[config.mk]
export PLATFORM = sky130hd
export DESIGN_NAME = int_requester
export DESIGN_NICKNAME = d
export VERILOG_FILES = /design/src/rtl/int_requester_pkg.sv /design/src/rtl/int_prio_enc.sv /design/src/rtl/int_requester.sv
export SDC_FILE = /design/constraint.sdc
export NUM_CORES = 1
export LEC_CHECK = 0
export ABC_AREA = 1
export BUFFER_PORTS_ARGS = -buffer_cell sky130_fd_sc_hd__buf_2
export CAP_MARGIN = 20
export CORE_AREA = 2 2 62 64
export DETAILED_ROUTE_END_ITERATION = 16
export DIE_AREA = 0 0 64 66
export HOLD_SLACK_MARGIN = 0.12
export PLACE_DENSITY = 0.85
export SLEW_MARGIN = 20
export SYNTH_ARGS = -nofsm -noshare
export SYNTH_HDL_FRONTEND = slang
export SYNTH_SLANG_ARGS = --single-unit
[constraint.sdc]
create_clock -name clk -period 1.55 [get_ports clk]
set_input_delay 0.31 -clock clk [delete_from_list [all_inputs] [get_ports clk]]
set_output_delay 0.31 -clock clk [all_outputs]
set_load 0.05 [all_outputs]
[src/rtl/int_requester_pkg.sv]
// Shared constants for the interrupt requester and its controller:
// FSM encoding, source count and the inta/intb group split.
package int_requester_pkg;

  localparam int NUM_SRC     = 8;
  localparam int SRC_W       = 3;
  localparam int GROUP_SPLIT = 4;

  localparam logic [1:0] ST_IDLE    = 2'd0;
  localparam logic [1:0] ST_REQ     = 2'd1;
  localparam logic [1:0] ST_SERVICE = 2'd2;
  localparam logic [1:0] ST_GAP     = 2'd3;

  // Sources at or above the split are requested on intb, the rest on inta.
  function automatic logic is_group_b(input logic [SRC_W-1:0] id);
    return id >= SRC_W'(GROUP_SPLIT);
  endfunction

endpackage

[src/rtl/int_prio_enc.sv]
// Lowest-index-wins priority encoder over the unmasked pending vector.
module int_prio_enc
  import int_requester_pkg::*;
(
  input  logic [NUM_SRC-1:0] i_vec,
  output logic [SRC_W-1:0]   o_idx,
  output logic               o_valid
);

  // Scan from the top down so the lowest set index is the last one written.
  always_comb begin
    o_idx   = '0;
    o_valid = 1'b0;
    for (int k = NUM_SRC - 1; k >= 0; k--) begin
      if (i_vec[k]) begin
        o_idx   = SRC_W'(k);
        o_valid = 1'b1;
      end
    end
  end

endmodule

[src/rtl/int_requester.sv]
// Interrupt requester: captures peripheral irq edges into a pending
// register, arbitrates unmasked sources and drives one outstanding
// request at a time towards the controller's inta/intb inputs.
module int_requester
  import int_requester_pkg::*;
#(
  parameter int ACK_TIMEOUT = 15
) (
  input  logic               clk,
  input  logic               n_rst,
  input  logic [NUM_SRC-1:0] i_irq,
  input  logic [15:0]        i_data_bus,
  input  logic               i_mask_we,
  input  logic               i_int_ack,
  input  logic               i_recovery,
  output logic               o_inta,
  output logic               o_intb,
  output logic [SRC_W-1:0]   o_src_id,
  output logic               o_src_valid,
  output logic [NUM_SRC-1:0] o_pending,
  output logic [NUM_SRC-1:0] o_mask
);

  localparam logic [3:0] CNT_LAST = 4'(ACK_TIMEOUT - 1);

  logic [1:0]         state;
  logic [3:0]         cnt;
  logic [NUM_SRC-1:0] irq_q;
  logic [NUM_SRC-1:0] pending;
  logic [NUM_SRC-1:0] mask;
  logic [NUM_SRC-1:0] rise;
  logic [NUM_SRC-1:0] avail;
  logic [NUM_SRC-1:0] clr;
  logic [SRC_W-1:0]   sel_idx;
  logic               sel_valid;
  logic               unused_bus_hi;

  assign unused_bus_hi = ^i_data_bus[15:8];

  assign rise  = i_irq & ~irq_q;
  assign avail = pending & ~mask;

  assign o_pending = pending;
  assign o_mask    = mask;

  int_prio_enc u_prio (
    .i_vec   (avail),
    .o_idx   (sel_idx),
    .o_valid (sel_valid)
  );

  // An acknowledged request clears exactly the latched source's pending bit.
  always_comb begin
    clr = '0;
    if (state == ST_REQ && i_int_ack)
      clr[o_src_id] = 1'b1;
  end

  // Irq history, used to detect low-to-high transitions only.
  always_ff @(posedge clk or negedge n_rst) begin
    if (!n_rst) irq_q <= '0;
    else        irq_q <= i_irq;
  end

  // Pending capture; a new edge in the clearing cycle keeps the bit set.
  always_ff @(posedge clk or negedge n_rst) begin
    if (!n_rst) pending <= '0;
    else        pending <= (pending & ~clr) | rise;
  end

  // Mask register, loaded from the low byte of the CPU bus.
  always_ff @(posedge clk or negedge n_rst) begin
    if (!n_rst)         mask <= '0;
    else if (i_mask_we) mask <= i_data_bus[NUM_SRC-1:0];
  end

  // Request FSM with registered request lines, source id and valid flag.
  always_ff @(posedge clk or negedge n_rst) begin
    if (!n_rst) begin
      state       <= ST_IDLE;
      cnt         <= '0;
      o_inta      <= 1'b0;
      o_intb      <= 1'b0;
      o_src_id    <= '0;
      o_src_valid <= 1'b0;
    end else begin
      case (state)
        ST_IDLE: begin
          if (sel_valid) begin
            state    <= ST_REQ;
            cnt      <= '0;
            o_src_id <= sel_idx;
            o_inta   <= !is_group_b(sel_idx);
            o_intb   <= is_group_b(sel_idx);
          end
        end
        ST_REQ: begin
          if (i_int_ack) begin
            state       <= ST_SERVICE;
            cnt         <= '0;
            o_inta      <= 1'b0;
            o_intb      <= 1'b0;
            o_src_valid <= 1'b1;
          end else if (cnt == CNT_LAST) begin
            state  <= ST_GAP;
            cnt    <= '0;
            o_inta <= 1'b0;
            o_intb <= 1'b0;
          end else begin
            cnt <= cnt + 4'd1;
          end
        end
        ST_SERVICE: begin
          if (i_recovery) begin
            state       <= ST_GAP;
            o_src_valid <= 1'b0;
          end
        end
        ST_GAP: begin
          state <= ST_IDLE;
        end
        default: begin
          state <= ST_IDLE;
        end
      endcase
    end
  end

endmodule

==> results of run 1 <==
## power breakdown
part           total, mW  internal (mW)  switching [mW]
clock network      0.520          0.178           0.342
registers           1.24           1.10           0.140
logic               1.45          0.437            1.01
total               3.21           1.72            1.49
## registers in the layout (all words and copies together) (netlist names)
| signal | flops |
|---|---|
| state | 2 |
| o_src_valid | 1 |
| o_src_id | 3 |
| cnt | 4 |
| o_inta | 1 |
| irq_q | 8 |
| o_mask | 8 |
| o_intb | 1 |
| o_pending | 8 |
## layout make-up
cell class,count,area share
sequential,36,0.422
multi-input combinational,124,0.319
timing repair buffer,53,0.148
inverter,31,0.0545
clock inverter,3,0.0111
clock buffer,5,0.0176
tap,48,0.0281
## layout by cell type (no fill, tap or decap), types with 2 or more instances in the layout
cell / count
nand2_1: 50
buf_2: 42
dfrtp_1: 36
inv_1: 27
o21ai_0: 21
nand3_1: 12
dlygate4sd3_1: 9
o21ai_1: 8
nor2_1: 6
nand2_2: 5
clkbuf_4: 5
ha_1: 4
inv_2: 3
nand2_4: 3
nor2_4: 2
nand3_2: 2
nand4_1: 2
clkinvlp_4: 2
buf_4: 2
## timing repair
item                                    CTS  global route
gates resized for setup                   0             2
endpoints found under the setup margin    0            11
hold buffers                              9             0
endpoints found under the hold margin    44             0
## final timing paths
path,cells past startpoint,slack [ps],end,startpoint
max,1,130,o_src_id[2],o_src_id[2]
min,3,160,o_mask[0],i_data_bus[0]
max reg2reg,6,130,o_pending[0],state[1]
min reg2reg,1,400,o_pending[0],irq_q[0]
max in group asynchronous,3,660,o_intb,n_rst
min in group asynchronous,3,550,irq_q[1],n_rst
## cell families (layout without fill, tap and decap cells)
| group | count (synthesis) | in the layout | share of synthesized area |
|---|---|---|---|
| and+or+nand+nor | 85 | 85 | 0.250 |
| DFF | 36 | 36 | 0.533 |
| AOI/OAI and AO/OA | 32 | 32 | 0.0984 |
| buffers and inverters | 32 | 92 | 0.0711 |
| adders and majority gates | 5 | 5 | 0.0370 |
| xor gates and xnor gates | 2 | 2 | 0.0104 |
## metal layers
metal | share of wire | GRT usage | wire [um] | vias up
li1 | - | - | - | 722
met1 | 0.46 | 0.220 | 1600 | 649
met2 | 0.48 | 0.322 | 1670 | 28
met3 | 0.040 | 0.0358 | 139 | 6
met4 | 0.020 | 0.0951 | 70 | 0
met5 | 0 | 0 | 0 | -
## stage by stage
stage / instances / worst slack, ps
floorplan: 192 / 66.3
global placement: 283 / 111
detailed placement: 283 / 17.2
CTS: 300 / 14.7
global route: 300 / 22.8
finish: 300 / 130
==> metrics.md, run 1 <==
| Metric | Value |
|---|---|
| Status | `finished, final reports clean` |
| CTS Sinks | `36` |
| Register area share after synthesis | `0.533` |
| Required @ worst endpoint | `1240 ps` |
| Multi-input gate area | `682 um^2` |
| Hold slack final | `~160 ps` |
| CTS tree | `built` |
| Mapped Cells | `192` |
| RD Place Congestion | `0.783` |
| Critical Path Start Type | `register` |
| Routed length per instance | `between 10 and 15 um` |
| Netlist cell types | `24` |
| Routed Antenna Nets | `0` |
| Synth async-reset ratio | `1.00` |
| Sequential Area | `901 um^2` |
| Final period util | `0.916` |
| Die X | `between 60 and 70 um` |
| CP Capture Type | `primary output` |
| Final-report hold violation count | `0` |
| CORE AREA | `3550 um^2` |
| HP Class | `input port to register` |
| Worst-case clock buffer depth | `2` |
| Layout area overhead | `26.4%` |
| Final Total Pwr | `3.21 mW` |
| Antenna cell count | `0` |
| Initial antenna violation count | `0` |
| # H-tree levels | `2` |
| Number of port buffers | `42` |
| Final core occ | `0.601` |
| Initial Util | `0.476` |
| Post-synth top cells | `nand2_1, dfrtp_1, inv_1` |
| Final setup fails | `0` |
| TritonRoute pass-1 iters | `4` |
| Postcts setup bufs | `0` |
| Hpwl dp | `2510 um` |
| Clock transition at path regs | `120 ps` |
| Layout Nets | `around 290` |
| Crit path max-delay family | `flip-flops` |
| Tmin final | `1420 ps` |
| Mean Syn Cell Area | `8.80 um^2` |
| Top-count cell post-synth | `nand2_1` |
| Max rail drop VDD | `between 0.9 and 1 mV` |
| Number of synthesized flops with an enable pin | `0` |
| Routed wire length | `about 3500 um` |
| Via density | `between 4 and 5` |
| Slew @ Worst Pin | `441 ps` |
| Cell area after layout | `2140 um^2` |
| Ranking of synthesized cells by area | `dfrtp_1, nand2_1, o21ai_0` |
| Slew HR | `0.706` |
| Rows | `22` |
| DIE AREA | `4220 um^2` |
| Setup TNS | `0 ps` |
| Clock root cell | `clkbuf_4` |
| Seq cells post-synth | `36` |
| RSZ-0062 raised after global routing | `false` |
| Die height | `66 um` |
| Worst-path cell chain | `buf_2` |
| Slowest-stage cell, CP | `dfrtp_1` |
| DRC Markers | `0` |
| Max incr delay on CP | `~460 ps` |
| Clk Latency, worst-skew pair | `360 ps` |
| Layout cells sized above 1 | `0.282` |
| Tot GR Track Use | `0.186` |
| Fill cells | `305` |
| Vias | `1405` |
| Dominant synthesized flop cell | `dfrtp_1` |
| Pwr Density | `1500 nW/um^2` |
| Ports | `51` |
| Area post-placement | `1970 um^2` |
| Global-route wire length before repair | `between 5000 and 6000 um` |
| Final number of max-transition violations | `0` |
| Buffers and inverters on the worst path | `1` |
| Largest net degree at the start of global routing | `37` |
| Static Leakage | `between 1 and 1.5 nW` |
| GR Overflow Total | `0` |
| WP data arrival | `1110 ps` |
| Max frequency | `704 MHz` |
| Vias in the first global route | `1387` |
| Max Cap Violations | `0` |
| Post-Synthesis Cell Area | `1690 um^2` |
| Clock skew | `15.7 ps` |
| YS warnings | `0` |
| Synth top area share | `0.533` |
| Clock buffer count from CTS | `5` |
| Kind of critical path | `register to primary output` |
| Max FO, Critical Path | `5` |
| Post-synth top area cell | `dfrtp_1` |
| DR iter-0 viols | `33` |
| Syn_nets | `roughly 230` |
Power figures use the tool's default switching activity.
==> inputs of run 2 (changes only) <==
Settings changed: RECOVER_POWER set to 100.
==> run 2 against run 1 <==
Count of clock-buffer cells in the layout is the same. Largest cell class unchanged. Critical path type unchanged. Hold slack better by 0.73 ps. Core utilization shrank 0.25 points. Register-to-register slack is essentially flat. Clock skew is 2.7 ps lower. Fmax down 0.88%. Via count up 1.2%. Total power decreased by 0.31%. Cell area shrank 0.41%. Worst setup slack lost 13 ps. Cell count did not move. Critical path depth did not move.
==> metrics.md, run 2 (synthesized netlist as in run 1, its figures left out) <==
| Metric | Value |
|---|---|
| Critical Path Start Type | `register` |
| Max rail drop VDD | `0.953 mV` |
| Largest net degree at the start of global routing | `37` |
| Die X | `64 um` |
| Kind of critical path | `register to primary output` |
| Clock buffer count from CTS | `5` |
| Max frequency | `approximately 700 MHz` |
| WP data arrival | `1120 ps` |
| Final number of max-transition violations | `0` |
| Antenna cell count | `0` |
| Clock root cell | `clkbuf_4` |
| CORE AREA | `3550 um^2` |
| Worst-path cell chain | `clkbuf_2` |
| Clock skew | `~13 ps` |
| Layout area overhead | `25.8%` |
| RSZ-0062 raised after global routing | `false` |
| RD Place Congestion | `0.783` |
| Initial antenna violation count | `0` |
| Logic gate share of total power | `0.450` |
| Buffers and inverters on the worst path | `1` |
| Via density | `4.74` |
| Static Leakage | `1.12 nW` |
| Routed length per instance | `11.6 um` |
| Clock transition at path regs | `about 120 ps` |
| HP Class | `input port to register` |
| Routed Antenna Nets | `0` |
| DR iter-0 viols | `31` |
| TritonRoute pass-1 iters | `4` |
| Pwr Density | `1500 nW/um^2` |
| Hpwl dp | `2510 um` |
| GR Overflow Total | `0` |
| Vias | `approximately 1400` |
| DRC Markers | `0` |
| Global-route wire length before repair | `5930 um` |
| Slew HR | `0.425` |
| Max incr delay on CP | `460 ps` |
| Worst-case clock buffer depth | `2` |
| Internal | `~1.7 mW` |
| Final setup fails | `0` |
| Vias in the first global route | `1387` |
| CTS Sinks | `36` |
| Layout cells sized above 1 | `0.250` |
| Rows | `22` |
| FF-to-FF setup slack | `120 ps` |
| Net Sw Power | `1.49 mW` |
| # H-tree levels | `2` |
| Reg power frac | `0.389` |
| Commonest non-fill, non-tap cell in the layout | `nand2_1` |
| Tmin final | `1430 ps` |
| Layout Nets | `285` |
| Die height | `66 um` |
| Setup TNS | `0 ps` |
| Switching part of the total | `0.466` |
| Clk Latency, worst-skew pair | `350 ps` |
| Final period util | `0.924` |
| Final-report hold violation count | `0` |
| Tot GR Track Use | `0.186` |
| Max FO, Critical Path | `5` |
| Routed wire length | `3480 um` |
| Initial Util | `0.476` |
| DIE AREA | `4220 um^2` |
| Crit path max-delay family | `flip-flops` |
| CP Capture Type | `primary output` |
| Slowest-stage cell, CP | `dfrtp_1` |
| Commonest cells after routing, fill and taps aside | `nand2_1, dfrtp_1, inv_1, o21ai_0, clkbuf_2` |
| Power share of the clock group | `0.161` |
| Status | `finished, final reports clean` |
| Postcts setup bufs | `0` |
| CTS tree | `built` |
| Required @ worst endpoint | `1240 ps` |
| Max Cap Violations | `0` |
| Hold slack final | `156 ps` |
| Ports | `51` |
| Number of port buffers | `42` |
| Slew @ Worst Pin | `863 ps` |
[run 2: changes by cell type in the layout (fill, tap and decap cells not counted), moves of 2 or more]
cell	previous run	this run
clkbuf_1	0	5
buf_2	42	15
inv_1	27	30
o21ai_1	8	6
clkbuf_2	0	23
o21ai_0	21	23
inv_2	3	0
[run 2: layout make-up]
cell class / instances / area, um^2
clock buffers: 5 / 37.5
well taps: 48 / 60.1
multi-input cells: 124 / 682
repair buffers: 53 / 307
inverters: 31 / 116
fillers: 311 / 1420
flip-flops and latches: 36 / 901
clock inverters: 3 / 23.8
[run 2: final timing paths]
kind	startpoint	end	cells past startpoint
min reg2reg	irq_q[0]	o_pending[0]	1
min in group asynchronous	n_rst	irq_q[3]	3
max	o_src_id[2]	o_src_id[2]	1
min	i_data_bus[0]	o_mask[0]	3
max reg2reg	state[1]	o_pending[6]	6
max in group asynchronous	n_rst	o_intb	3
[run 2: routing by layer]
metal | up-vias | track usage | routed length [um]
met5 | - | 0 | 0
met4 | 0 | 0.0951 | 70
met3 | 6 | 0.0358 | 115
met2 | 25 | 0.322 | 1690
met1 | 665 | 0.220 | 1610
li1 | 726 | - | -
[run 2: timing repair]
action | 4_1_cts | 5_1_grt
resized for setup | 0 | 2
hold buffers | 9 | 0
endpoints found under the setup margin | 0 | 11
hold endpoints to repair | 44 | 0
[run 2: metrics by stage]
stage | utilization | setup slack [ps] | cells | instance area, um^2 | total power, mW
global placement | 0.555 | 111 | 283 | 1970 | 2.61
global route | 0.599 | 17.0 | 300 | 2130 | 3.43
CTS | 0.598 | 14.7 | 300 | 2120 | 3.19
detailed placement | 0.555 | 17.2 | 283 | 1970 | 2.66
floorplan | - | 66.3 | 192 | 1690 | 2.30
finish | 0.599 | 117 | 300 | 2130 | 3.20
[run 2: power groups by stage]
stage | clock network [mW] | registers [mW] | logic, mW
floorplan | 0 | 1.60 | 0.700
global placement | 0 | 1.25 | 1.37
detailed placement | 0 | 1.25 | 1.41
CTS | 0.527 | 1.23 | 1.44
global route | 0.580 | 1.27 | 1.58
finish | 0.516 | 1.24 | 1.44
==> inputs of run 3 (changes only) <==
Clock period 1.55 ns to 1.6 ns, I/O delays scaled along.
==> run 3 against run 2 <==
Combinational power is 5% lower. Critical path depth up 5. Hold slack gained 15 ps. Non-clock buffer count is the same. Sequential cell count did not move. Cell count is the same. Worst setup slack improved by 25 ps. Clock skew down 1.8 ps. Routed wire length increased by 1.7%. Global-route usage grew 0.79 points. Register-to-register slack better by 30 ps. Critical path type is now register to register.
==> metrics.md, run 3 (synthesized netlist as in run 1, its figures left out) <==
| Metric | Value |
|---|---|
| Net Sw Power | `1.41 mW` |
| RD Place Congestion | `about 0.77` |
| Fill cells | `317` |
| Largest net degree at the start of global routing | `22` |
| Vias in the first global route | `1368` |
| CORE AREA | `3550 um^2` |
| Crit. path cell count | `6` |
| Rows | `22` |
| Crit Reg-Reg Endpoint | `o_pending[0]` |
| Logic gate share of total power | `0.427` |
| Static Leakage | `about 1.1 nW` |
| # H-tree levels | `2` |
| Initial antenna violation count | `0` |
| Commonest non-fill, non-tap cell in the layout | `nand2_1` |
| Worst Setup SP | `state[1]` |
| Max rail drop VDD | `about 0.85 mV` |
| Ports | `a little over 50` |
| DRC Markers | `0` |
| Cell area after layout | `~2100 um^2` |
| Max Cap Violations | `0` |
| WP data arrival | `1690 ps` |
| Area post-placement | `between 1500 and 2000 um^2` |
| Die height | `66 um` |
| Postcts setup bufs | `0` |
| Final number of max-transition violations | `0` |
| Antenna cell count | `0` |
| CTS tree | `built` |
| Die X | `64 um` |
| Max frequency | `around 700 MHz` |
| Clock buffer count from CTS | `5` |
| Clock transition at path regs | `approximately 110 ps` |
| Reg power frac | `0.374` |
| FF-to-FF setup slack | `140 ps` |
| Commonest cells after routing, fill and taps aside | `nand2_1, dfrtp_1, inv_1, o21ai_0, clkbuf_2` |
| GR Overflow Total | `0` |
| CP dominant cell by count | `o21ai_1` |
| Top Metal Used | `met4` |
| Routed wire length on met3 | `155 um` |
| CTS Sinks | `36` |
| TritonRoute pass-1 iters | `4` |
| Required @ worst endpoint | `1830 ps` |
| RSZ-0062 raised after global routing | `false` |
| Worst-case clock buffer depth | `2` |
| Crit path to | `o_pending[0]` |
| Routed wire length | `3540 um` |
| Clk Latency, worst-skew pair | `350 ps` |
| Status | `finished, final reports clean` |
| Layout cells sized above 1 | `0.238` |
| Crit path max-delay family | `flip-flops` |
| Clock skew | `11.2 ps` |
| Met2 WL post-DR | `between 1500 and 2000 um` |
| Tmin final | `between 1000 and 1500 ps` |
| Buffers and inverters on the worst path | `1` |
| M1 WL | `1560 um` |
| Final-report hold violation count | `0` |
| Power share of the clock group | `0.199` |
| Via density | `4.68` |
| Critical Path Start Type | `register` |
| Global-route wire length before repair | `6090 um` |
| Hpwl dp | `between 2000 and 3000 um` |
| Layout area overhead | `26.1%` |
| Setup TNS | `0 ps` |
| Worst-path cell chain | `inv_1, ha_2, nand2_1, or2_1, o21ai_1, o21ai_1` |
| Max incr delay on CP | `410 ps` |
| Max FO, Critical Path | `7` |
| Pwr Density | `1500 nW/um^2` |
| Routed length per instance | `11.8 um` |
| Kind of critical path | `register to register` |
| Slowest-stage cell, CP | `dfrtp_1` |
| Slew HR | `0.383` |
| Clock root cell | `clkbuf_4` |
| DR iter-0 viols | `57` |
| Slew @ Worst Pin | `925 ps` |
| HP Class | `input port to register` |
| CP Capture Type | `register` |
| Final period util | `0.911` |
| Vias | `roughly 1400` |
| Switching part of the total | `0.439` |
| Layout Nets | `between 200 and 300` |
| DIE AREA | `4220 um^2` |
| RR Startpoint | `state[1]` |
| Initial Util | `0.476` |
| Number of port buffers | `42` |
| Routed Antenna Nets | `0` |
| Internal | `between 1.5 and 2 mW` |
| R2r worst-path depth | `6` |
| Tot GR Track Use | `0.194` |
| Final setup fails | `0` |
## run 3: power groups by stage
stage / Combinational (mW) / Clock [mW] / Sequential (mW)
global placement: 1.33 / 0 / 1.21
global route: 1.51 / 0.707 / 1.22
floorplan: 0.678 / 0 / 1.55
detailed placement: 1.37 / 0 / 1.21
CTS: 1.40 / 0.649 / 1.19
finish: 1.37 / 0.636 / 1.20
## run 3: through the flow
| stage | setup slack [ps] | power, mW | std cells | util | hold WS [ps] |
|---|---|---|---|---|---|
| after floorplan | 116 | 2.23 | 192 | - | 24.4 |
| after global placement | 163 | 2.54 | 283 | 0.559 | 258 |
| after detailed placement | 70.8 | 2.58 | 283 | 0.559 | 261 |
| after CTS | 55.6 | 3.24 | 300 | 0.607 | 163 |
| after global routing | 24.9 | 3.44 | 300 | 0.600 | 148 |
| final | 143 | 3.20 | 300 | 0.600 | 171 |
## run 3: layout make-up
type | count | area [um^2] | share of cell area
inverters | 31 | 116 | 0.0546
repair buffers | 53 | 322 | 0.151
flip-flops and latches | 36 | 901 | 0.423
clock inverters | 3 | 42.5 | 0.0200
well taps | 48 | 60.1 | 0.0282
multi-input cells | 124 | 653 | 0.306
clock buffers | 5 | 37.5 | 0.0176
## run 3: worst register-to-register path: cells and delay by family (launching register included)
family	cells	cell delay, ps
compound gates	2	230
fa+ha+maj	1	250
buf+inv	1	110
flops	1	410
simple gates	2	350
## run 3: worst min path at each step
stage	start	slack [ps]	cells past startpoint	endpoint
5_1_grt	i_data_bus[3]	150	3	o_mask[3]
4_1_cts	i_data_bus[0]	160	3	o_mask[0]
2_1_floorplan	n_rst	20	0	cnt[0]
6_report	i_data_bus[6]	170	3	o_mask[6]
3_3_place_gp	n_rst	260	1	irq_q[6]
3_5_place_dp	n_rst	260	1	irq_q[6]
## run 3: metal layers
layer / global-route usage / vias up
met1: 0.233 / 640
li1: - / 723
met3: 0.0528 / 8
met4: 0.0951 / 0
met5: 0 / -
met2: 0.322 / 33
## run 3: repair_timing
item / 4_1_cts / 5_1_grt
hold endpoints to repair: 23 / 0
gates resized for setup: 0 / 1
hold buffers: 9 / 0
setup endpoints to repair: 0 / 4
